[src/rtl/instr_sequencer.sv]
// instr_sequencer: hard-wired T0..T6 control sequencer; define SEQ_SINGLE_STEP_EN to add a step-gated mode
module instr_sequencer #(
    parameter int OPC_W       = 5,
    parameter int MEM_TIMEOUT = 15
) (
    input  logic        clock,
    input  logic        clear,
`ifdef SEQ_SINGLE_STEP_EN
    input  logic        step,
`endif
    input  logic        run,
    input  logic [31:0] ir,
    input  logic        mem_ready,
    output logic [15:0] Rin,
    output logic [15:0] Rout,
    output logic [7:0]  ctl_in,
    output logic [5:0]  ctl_out,
    output logic [13:0] alu_op,
    output logic        Read,
    output logic        busy,
    output logic        done,
    output logic [1:0]  fault
);
    localparam int CW = $clog2(MEM_TIMEOUT + 1);
    typedef enum logic [3:0] {IDLE, T0, T1, T2, T3, T4, T5, T6, DONE, FAULT} state_t;
    state_t state, state_nx;
    logic [CW-1:0] cnt;
    logic adv;
    logic [OPC_W-1:0] opc;
    logic is_3r, is_un, is_md;
    logic [13:0] op_oh;
    logic [15:0] ra_oh, rb_oh, rc_oh, rin_c;
    logic [7:0] cin_c;
`ifdef SEQ_SINGLE_STEP_EN
    assign adv = step;
`else
    assign adv = 1'b1;
`endif
    assign opc   = ir[31 -: OPC_W];
    assign is_3r = opc <= OPC_W'(8);
    assign is_un = opc == OPC_W'(17) || opc == OPC_W'(18);
    assign is_md = opc == OPC_W'(15) || opc == OPC_W'(16);
    assign op_oh = is_3r ? 14'h1000 >> opc :
                   opc == OPC_W'(17) ? 14'h0008 :
                   opc == OPC_W'(18) ? 14'h0004 :
                   opc == OPC_W'(15) ? 14'h0002 :
                   opc == OPC_W'(16) ? 14'h0001 : '0;
    assign ra_oh = 16'h1 << ir[26:23];
    assign rb_oh = 16'h1 << ir[22:19];
    assign rc_oh = 16'h1 << ir[18:15];
    always_comb begin
        state_nx = state;
        case (state)
            IDLE:    state_nx = run ? T0 : IDLE;
            T0:      state_nx = T1;
            T1:      state_nx = mem_ready ? T2 : cnt == CW'(MEM_TIMEOUT - 1) ? FAULT : T1;
            T2:      state_nx = T3;
            T3:      state_nx = (is_3r || is_un || is_md) ? T4 : FAULT;
            T4:      state_nx = is_un ? DONE : T5;
            T5:      state_nx = is_md ? T6 : DONE;
            T6:      state_nx = DONE;
            DONE:    state_nx = run ? T0 : IDLE;
            default: state_nx = FAULT;
        endcase
        if (!adv) state_nx = state;
    end
    always_ff @(posedge clock or negedge clear) begin
        if (!clear) begin
            state <= IDLE;
            cnt   <= '0;
            fault <= '0;
        end else begin
            state <= state_nx;
            cnt   <= (state == T1 && state_nx == T1) ? cnt + CW'(adv) : '0;
            if (state_nx == FAULT && state != FAULT) fault <= state == T3 ? 2'd1 : 2'd2;
        end
    end
    // ctl_in bits: 7 HIin, 6 LOin, 5 PCin, 4 IRin, 3 Yin, 2 Zin, 1 MARin, 0 MDRin
    always_comb begin
        Rout    = '0;
        rin_c   = '0;
        cin_c   = '0;
        ctl_out = '0;
        alu_op  = '0;
        Read    = 1'b0;
        done    = 1'b0;
        case (state)
            T0: begin
                ctl_out[1] = 1'b1;
                cin_c[1]   = 1'b1;
                cin_c[2]   = 1'b1;
                alu_op[13] = 1'b1;
            end
            T1: begin
                ctl_out[2] = 1'b1;
                cin_c[5]   = cnt == '0;
                cin_c[0]   = 1'b1;
                Read       = 1'b1;
            end
            T2: begin
                ctl_out[0] = 1'b1;
                cin_c[4]   = 1'b1;
            end
            T3: begin
                Rout     = is_md ? ra_oh : (is_3r || is_un) ? rb_oh : '0;
                cin_c[3] = is_3r || is_md;
                cin_c[2] = is_un;
                alu_op   = is_un ? op_oh : '0;
            end
            T4: begin
                Rout       = is_un ? '0 : is_3r ? rc_oh : rb_oh;
                alu_op     = is_un ? '0 : op_oh;
                cin_c[2]   = !is_un;
                ctl_out[2] = is_un;
                rin_c      = is_un ? ra_oh : '0;
            end
            T5: begin
                ctl_out[2] = 1'b1;
                rin_c      = is_md ? '0 : ra_oh;
                cin_c[6]   = is_md;
            end
            T6: begin
                ctl_out[3] = 1'b1;
                cin_c[7]   = 1'b1;
            end
            DONE: done = 1'b1;
            default: ;
        endcase
    end
    assign busy   = state != IDLE;
    assign Rin    = adv ? rin_c : '0;
    assign ctl_in = adv ? cin_c : '0;
endmodule

[config.mk]
export PLATFORM = sky130hd
export DESIGN_NAME = instr_sequencer
export DESIGN_NICKNAME = d
export VERILOG_FILES = /design/src/rtl/instr_sequencer.sv
export SDC_FILE = /design/constraint.sdc
export NUM_CORES = 1
export LEC_CHECK = 0
export ABC_CLOCK_PERIOD_IN_PS = 7400
export BUFFER_PORTS_ARGS = -buffer_cell sky130_fd_sc_hd__buf_2
export CAP_MARGIN = 25
export CORE_ASPECT_RATIO = 1.5
export CORE_MARGIN = 4
export CORE_UTILIZATION = 49
export DETAILED_ROUTE_END_ITERATION = 12
export PLACE_DENSITY = 0.93
export REMOVE_ABC_BUFFERS = 1
export SETUP_SLACK_MARGIN = 0.15
export SLEW_MARGIN = 5
export SYNTH_ARGS = -nofsm -noshare
export SYNTH_HDL_FRONTEND = slang
export SYNTH_SLANG_ARGS = --single-unit
[constraint.sdc]
create_clock -name clock -period 7.4 [get_ports clock]
set_input_delay 1.85 -clock clock [delete_from_list [all_inputs] [get_ports clock]]
set_output_delay 1.85 -clock clock [all_outputs]
set_load 0.01 [all_outputs]
==> flow_summary.ini, run 1 <==
[grt]
use_met2 = 0.424
grt_max_degree = 34
use_met1 = 0.245
grt_pass1_wl_um = 8900
grt_overflow = 0
grt_use_total = 0.228
antenna_found_initial = 0
grt_pass1_vias = 2053
grt_use_met3 = 0.0311
grt-busiest-layer = met2

[timing]
fin_crit_ps = 5610
setup_slack_ps = 1790
hold_violations = 0
fmax_mhz = 178
finalCritPeriodShare = 0.759
clock_skew_ps = 0.526
slew_headroom = 0.561
setup_viol = 0
finalSetupTns_ps = 0
rsz0062_at_grt = no
worst_slew_pin_slew_ps = 658
drv_slew = 0

[routing]
routed_wl_um = 5610
ant_nets = 0
drcViolationCount = 0
vias = 2268
post_drt_via_cell_ratio = 6.23
drt_iter0_drc = 102
wl_per_cell_um = 15.4
firstDrtPassIters = 4

[worst_setup_path]
endpoint_kind = output port
crit_chain = buf_2, or3b_4, o32a_1, nor4_2, a31oi_1, o32ai_2, buf_2
slowest_stage = o32a_1
cp_data_required_time_ps = 5550
crit_type = input pin to output port
cpPeakStageDelay_ps = 500
critPathLaunchType = input pin
cp_max_fo = 9
path_common_cell = buf_2
crit_arrival_ps = 3760

[placement]
post-dp-hpwl_um = 4370
gp_congestion = 0.912
numPortBuffers = 83
preCtsSetupSlack_ps = 1790

[job]
drv_cap = 0

[final_layout]
layout.nets = 362
n_antenna_cell = 0
synthToLayoutAreaGrowth_pct = 20.2
layout_commonest_cell = buf_2
layout_common_cells = buf_2, nor2_1, nor3_1
fillers = 347
multi_input_comb_area_mm2 = 0.00138
ff_latch_area_um2 = 250
drive_above_1_share = 0.317

[synthesis]
synth_area_leader_cell = dfrtp_1
synth.top_cells.by_area = dfrtp_1, nor2_1, nor3_1
yosysTopAreaCellShare = 0.138
synth_flop_cell = dfrtp_1
ys_seq_area_frac = 0.138
synthesis.area_mm2 = 0.00181
syn_area_per_cell_um2 = 6.82
ys_ff_latch = 10
synthArstFlopShare = 1.00
synth_edf_count = 0
synth_warnings = 0
synth_cell_types = 57
synth_cells = 266

[die]
fp.dieArea_mm2 = 0.00476
fp.dieH_um = 82.5
num_rows = 26
io_pins = 101
start_util = 0.521
fp.coreArea_mm2 = 0.00348
chipWidth_um = 57.7

[outcome]
status = finished clean

[clock_tree]
cts_root_buf = clkbuf_8
h-tree-depth = 1
cts.sinks = 10
ctsResizeCount = 0
holdBufCountCts = 0
cts_tree = done
clkLatencyLatePin_ps = 240
cts_buffers = 3
path_clk_slew_ps = 50
post_cts_buffers = 0
clk_path_buf_depth = 2

[hold_path]
hold_class = flop to flop

[power]
power.leakage_nw = 0.934
vdd_drop_max_mv = 0.139
cellPowerDensity_mw_per_mm2 = 177
-- per-layer routing --
metal / part of all wire / vias to the layer above
met3: 0.074 / 13
li1: - / 1105
met4: 0.021 / 0
met1: 0.36 / 1036
met2: 0.54 / 114
met5: 0 / -
-- area by class of cell --
| cell class | count | area share |
|---|---|---|
| inverters | 7 | 0.0121 |
| clock buffers | 4 | 0.0253 |
| multi-input cells | 218 | 0.633 |
| well taps | 42 | 0.0241 |
| flip-flops and latches | 10 | 0.115 |
| repair buffers | 83 | 0.191 |
-- worst paths after layout --
path / slack (ps) / to / from / cells past startpoint
min in group asynchronous: 1460 / cnt[2] / clear / 1
max in group asynchronous: 5760 / cnt[1] / clear / 1
worst min-delay path: 490 / fault[1] / fault[1] / 1
worst max-delay path: 1790 / Rout[1] / ir[29] / 7
worst min register to register: 490 / fault[1] / fault[1] / 1
worst max register to register: 5500 / fault[0] / state[3] / 5
-- logic make-up (layout without fill, tap and decap cells) --
group,Yosys count,count (layout),synth area share
simple gates,134,134,0.413
compound gates,75,75,0.303
buf+inv,39,94,0.104
flops,10,10,0.138
xor+xnor,4,4,0.0193
fa+ha+maj,3,3,0.0207
other cells,1,2,0.00207
-- registers in the layout, summed over array words and instances (netlist names) --
signal  count
fault       2
cnt         4
state       4
-- synth_stat cells, types with 2 or more instances --
cell type	n
o21bai_1	2
or3_1	4
nand2b_1	13
a32oi_1	4
a41oi_1	4
inv_1	7
buf_4	7
clkbuf_1	15
a22oi_1	11
nor3_1	23
buf_1	3
nor4_1	9
xnor2_1	2
dfrtp_1	10
nor3b_4	2
or4_1	2
nor2b_1	8
xor2_1	2
nand3_1	3
and3_1	2
nor4b_1	3
o22ai_1	15
nor2_1	37
ha_1	3
o21ai_0	5
nand2_1	13
or2_2	3
a31oi_1	14
buf_2	6
a21oi_1	7
-- critical path, delay by kind of cell --
family                 cells  cell delay (ps)
AND/OR/NAND/NOR            2              720
buffers and inverters      2              320
AO/OA/AOI/OAI              3              860
-- report_power, final --
group | internal, mW | switching, mW
clock | 0.0468 | 0.0223
combinational | 0.0865 | 0.123
sequential | 0.0696 | 0.0373
total | 0.203 | 0.182
-- per-stage QoR --
step	hold slack, ps	area [µm²]	util	power [mW]	cells
after global placement	475	2120	0.610	0.309	360
after floorplan	452	1660	-	0.235	235
after CTS	488	2180	0.626	0.385	364
after global routing	522	2180	0.626	0.414	364
final	491	2180	0.626	0.385	364
after detailed placement	475	2120	0.610	0.314	360
Note: power is estimated with default switching activity, not from simulation.
==> inputs of run 2 (changes only) <==
--- a/config.mk
+++ b/config.mk
@@ -5,14 +5,15 @@
 export SDC_FILE = /design/constraint.sdc
 export NUM_CORES = 1
 export LEC_CHECK = 0
-export ABC_CLOCK_PERIOD_IN_PS = 7400
+export ABC_AREA = 1
+export ABC_CLOCK_PERIOD_IN_PS = 5800
 export BUFFER_PORTS_ARGS = -buffer_cell sky130_fd_sc_hd__buf_2
 export CAP_MARGIN = 25
 export CORE_ASPECT_RATIO = 1.5
 export CORE_MARGIN = 4
-export CORE_UTILIZATION = 49
+export CORE_UTILIZATION = 46
 export DETAILED_ROUTE_END_ITERATION = 12
-export PLACE_DENSITY = 0.93
+export PLACE_DENSITY = 0.88
 export REMOVE_ABC_BUFFERS = 1
 export SETUP_SLACK_MARGIN = 0.15
 export SLEW_MARGIN = 5
==> constraint.sdc (replaced) <==
create_clock -name clock -period 5.8 [get_ports clock]
set_input_delay 1.45 -clock clock [delete_from_list [all_inputs] [get_ports clock]]
set_output_delay 1.45 -clock clock [all_outputs]
set_load 0.01 [all_outputs]
==> flow_summary.ini, run 2 <==
[timing]
finalSetupTns_ps = 0
rsz0062_at_grt = no
fmax_mhz = 224
clock_skew_ps = 3.26
drv_slew = 0
hold_violations = 0
setup_slack_ps = 1330
finalCritPeriodShare = 0.771
holdWs_ps = 476
fin_crit_ps = 4470
setup_viol = 0

[placement]
gp_congestion = 0.869
placed_cell_area_mm2 = 0.00217
numPortBuffers = 83
post-dp-hpwl_um = 4510
preCtsSetupSlack_ps = 1340

[grt]
grt_use_total = 0.212
grt_overflow = 0
use_met2 = 0.411
antenna_found_initial = 0
use_met1 = 0.228
grt_pass1_vias = 2224
grt_pass1_wl_um = 8980
grt_use_met3 = 0.0228
grt-busiest-layer = met2
grt_max_degree = 21

[final_layout]
fillers = 395
layout.nets = 446
drive_above_1_share = 0.262
final_area_mm2 = 0.00221
layout_common_cells = buf_2, nand2_1, nor2_1
synthToLayoutAreaGrowth_pct = 20.8
layout_commonest_cell = buf_2
reg_top3 = cnt x4, state x4, fault x2
n_antenna_cell = 0

[worst_setup_path]
critPathLaunch = ir[29]
critPathLaunchType = input pin
cp_max_fo = 20
endpoint_kind = output port
cp_data_required_time_ps = 4350
crit_arrival_ps = 3020
r2r_start = state[0]
crit_type = input pin to output port

[synthesis]
synth_area_leader_cell = nand2_1
synthArstFlopShare = 1.00
synth_edf_count = 0
synth_cells = 342
synthesis.area_mm2 = 0.00183
synthTopCellsByCount = nand2_1, nor2_1, nand3_1, inv_1, o21ai_0
synth_most_common_cell = nand2_1
yosysTopAreaCellShare = 0.152
synth.top_cells.by_area = nand2_1, dfrtp_1, nand3_1
synth_warnings = 0
ys_ff_latch = 10
syn_area_per_cell_um2 = 5.36
synth_cell_types = 31
synth_flop_cell = dfrtp_1
ys_seq_area_frac = 0.137

[power]
vdd_drop_max_mv = 0.141
p_total_mw = 0.198
cellPowerDensity_mw_per_mm2 = 89.4
power.leakage_nw = 1.29

[die]
fp.dieArea_mm2 = 0.00508
start_util = 0.488
num_rows = 27
fp.coreArea_mm2 = 0.00375
fp.dieH_um = 85.3
chipWidth_um = 59.5
io_pins = 101

[routing]
drt_iter0_drc = 138
ant_nets = 0
drcViolationCount = 0
post_drt_via_cell_ratio = 5.46
wl_per_cell_um = 12.1
vias = 2448
routed_wl_um = 5410
firstDrtPassIters = 6

[job]
drv_cap = 0

[clock_tree]
cts_buffers = 3
cts.sinks = 10
cts_tree = done
post_cts_buffers = 0
holdBufCountCts = 0
clkLatencyLatePin_ps = 230
clk_path_buf_depth = 2
ctsResizeCount = 0
cts_root_buf = clkbuf_8
h-tree-depth = 1
path_clk_slew_ps = 40

[outcome]
status = finished clean

[hold_path]
hp-start = fault[1]
hold_class = flop to flop
run 2: cell types whose count changed after synthesis, sizes merged, moves of 12 or more:
cell,previous run,this run
inv,7,40
nand3,3,40
a22oi,12,0
nor2,37,51
nand2b,13,0
nand4,1,31
o21ai,5,34
nor3,24,4
o22ai,15,1
a31oi,14,0
nand2,13,79
run 2: final timing paths:
check                           end  slack (ps)  cells after the start
hold / removal             fault[1]         480                      2
max in group asynchronous    cnt[0]        4540                      1
setup / recovery             Rin[6]        1330                     10
hold reg to reg            fault[1]         480                      2
setup reg to reg           fault[0]        4030                     10
min in group asynchronous    cnt[3]        1070                      1
run 2: kinds of logic after synthesis:
| kind of cell | count (synthesis) | share of synthesized area |
|---|---|---|
| simple gates | 208 | 0.523 |
| buf+inv | 65 | 0.157 |
| compound gates | 53 | 0.151 |
| flops | 10 | 0.137 |
| fa+ha+maj | 3 | 0.0205 |
| xor+xnor | 2 | 0.00956 |
| other cells | 1 | 0.00205 |
run 2: power by group:
group,leakage [nW],internal [mW],switching [mW]
logic,1.14,0.0155,0.0423
clock network,0.0216,0.0452,0.0239
registers,0.126,0.0705,0.000257
total,1.29,0.131,0.0665
run 2: metal layers:
layer,vias up,part of all wire
li1,1263,-
met3,6,0.056
met5,-,0
met1,1090,0.39
met2,89,0.54
met4,0,0.011
run 2: worst max-delay path, stage by stage:
cell	delay, ps
buf_2	130
nor2_1	230
nand3_1	150
nand2_2	260
inv_2	200
nand2_1	100
nand2_1	80
inv_2	200
nor2_1	80
buf_2	140
run 2: final cells by class:
| type | instances | area [µm²] | share of cell area |
|---|---|---|---|
| Timing Repair Buffer | 83 | 415 | 0.188 |
| Multi-Input combinational cell | 268 | 1300 | 0.587 |
| Sequential cell | 10 | 250 | 0.113 |
| Clock buffer | 3 | 41.3 | 0.0187 |
| Inverter | 41 | 154 | 0.0696 |
| Tap cell | 43 | 53.8 | 0.0243 |
run 2: per-stage QoR:
step,util,cells
after floorplan,-,319
after global placement,0.579,445
after detailed placement,0.579,445
after CTS,0.590,448
after global routing,0.590,448
final,0.590,448
==> inputs of run 3 (changes only) <==
--- a/config.mk
+++ b/config.mk
@@ -5,15 +5,15 @@
 export SDC_FILE = /design/constraint.sdc
 export NUM_CORES = 1
 export LEC_CHECK = 0
-export ABC_AREA = 1
-export ABC_CLOCK_PERIOD_IN_PS = 5800
+export ABC_AREA = 0
+export ABC_CLOCK_PERIOD_IN_PS = 4500
 export BUFFER_PORTS_ARGS = -buffer_cell sky130_fd_sc_hd__buf_2
 export CAP_MARGIN = 25
 export CORE_ASPECT_RATIO = 1.5
 export CORE_MARGIN = 4
-export CORE_UTILIZATION = 46
+export CORE_UTILIZATION = 45
 export DETAILED_ROUTE_END_ITERATION = 12
-export PLACE_DENSITY = 0.88
+export PLACE_DENSITY = 0.87
 export REMOVE_ABC_BUFFERS = 1
 export SETUP_SLACK_MARGIN = 0.15
 export SLEW_MARGIN = 5
==> constraint.sdc (replaced) <==
create_clock -name clock -period 4.5 [get_ports clock]
set_input_delay 1.125 -clock clock [delete_from_list [all_inputs] [get_ports clock]]
set_output_delay 1.125 -clock clock [all_outputs]
set_load 0.01 [all_outputs]
==> flow_summary.ini, run 3 (synthesis results as in run 1) <==
[outcome]
status = finished clean

[placement]
dp.cells = 364
gp_congestion = 0.903
post-dp-hpwl_um = 4230
numPortBuffers = 83
placed_cell_area_mm2 = 0.00213

[clock_tree]
h-tree-depth = 1
cts.sinks = 10
cts_tree = done
cts_root_buf = clkbuf_8
path_clk_slew_ps = 50
clkLatencyLatePin_ps = 240
clk_path_buf_depth = 2
ctsResizeCount = 0
holdBufCountCts = 0
post_cts_buffers = 0
cts_buffers = 3

[die]
fp.dieArea_mm2 = 0.00513
io_pins = 101
start_util = 0.462
chipWidth_um = 59.8
fp.dieH_um = 85.7
num_rows = 28
fp.coreArea_mm2 = 0.00392

[timing]
finalCritPeriodShare = 0.921
slew_headroom = 0.571
drv_slew = 0
fmax_mhz = 241
rsz0062_at_grt = no
hold_violations = 0
clock_skew_ps = 6.59
holdWs_ps = 488
worst_slew_pin_slew_ps = 643
fin_crit_ps = 4150
setup_viol = 0
finalSetupTns_ps = 0

[worst_setup_path]
cp.depth = 7
critPathLaunch = ir[31]
cp_max_fo = 9
crit_chain = buf_2, or3b_4, o32a_1, nor2_1, a22oi_1, o22ai_1, buf_2
endpoint_kind = output port
cpPeakStageDelay_ps = 510
crit_type = input pin to output port
critPathLaunchType = input pin
slowest_stage = o32a_1
crit_arrival_ps = 3020
r2r-end = fault[0]
path_common_cell = buf_2
r2r_start = state[3]
cp_data_required_time_ps = 3380
crit_family = compound AO/OA/AOI/OAI gates
r2r_setup_slack_ps = 2560
cp-endpoint = Rout[12]
path_buf_inv = 2
r2r_cells = 5

[job]
drv_cap = 0

[routing]
post_drt_via_cell_ratio = 6.18
wl_per_cell_um = 15.1
routed_wl_um = 5550
drt_iter0_drc = 71
vias = 2275
firstDrtPassIters = 5
drcViolationCount = 0
ant_nets = 0

[final_layout]
reg_top3 = cnt x4, state x4, fault x2
synthToLayoutAreaGrowth_pct = 20.8
drive_above_1_share = 0.319
layout_commonest_cell = buf_2
final_area_mm2 = 0.00219
fillers = 394
layout.nets = 363
final_cells = 368
n_antenna_cell = 0
layout_common_cells = buf_2, nor2_1, nor3_1

[power]
vdd_drop_max_mv = 0.316
cellPowerDensity_mw_per_mm2 = 291
power.leakage_nw = 0.938

[hold_path]
hold_class = flop to flop

[grt]
grt_use_total = 0.208
antenna_found_initial = 0
grt_max_degree = 34
grt_pass1_wl_um = 8650
grt_pass1_vias = 2009
grt_overflow = 0
[run 3: metrics by stage]
| step | utilization | power, mW | worst slack, ps |
|---|---|---|---|
| floorplan | - | 0.386 | 713 |
| global placement | 0.544 | 0.510 | 340 |
| detailed placement | 0.544 | 0.520 | 342 |
| CTS | 0.558 | 0.637 | 340 |
| global route | 0.558 | 0.681 | 181 |
| finish | 0.558 | 0.637 | 353 |
[run 3: area by class of cell]
cell class | count | area [µm²] | share of cell area
Inverter | 7 | 26.3 | 0.0120
Tap cell | 45 | 56.3 | 0.0257
Sequential cell | 10 | 250 | 0.114
Multi-Input combinational cell | 218 | 1380 | 0.630
Clock buffer | 4 | 55.1 | 0.0251
Timing Repair Buffer | 84 | 423 | 0.193
[run 3: worst reg2reg max path: cells and delay by family (launching register included)]
kind            cells  cell delay (ps)
compound gates      3              820
flops               1              580
simple gates        2              430
[run 3: power by group]
part	switching [mW]	internal, mW
clock	0.0374	0.0771
sequential	0.0614	0.114
combinational	0.203	0.144
total	0.302	0.335
[run 3: per-layer routing]
layer / up-vias / share of wire / track usage
met5: - / 0 / 0
met4: 0 / 0.018 / 0.0968
met3: 10 / 0.055 / 0.0196
met2: 91 / 0.55 / 0.383
met1: 1061 / 0.38 / 0.226
li1: 1113 / - / -
[run 3: worst min path at each step]
stage / startpoint / endpoint / slack (ps) / cells past startpoint
after floorplan: cnt[0] / cnt[0] / 450 / 1
after global placement: cnt[0] / cnt[0] / 480 / 1
after detailed placement: fault[1] / fault[1] / 480 / 1
after CTS: fault[1] / fault[1] / 490 / 1
after global routing: fault[1] / fault[1] / 520 / 1
final: fault[1] / fault[1] / 490 / 1
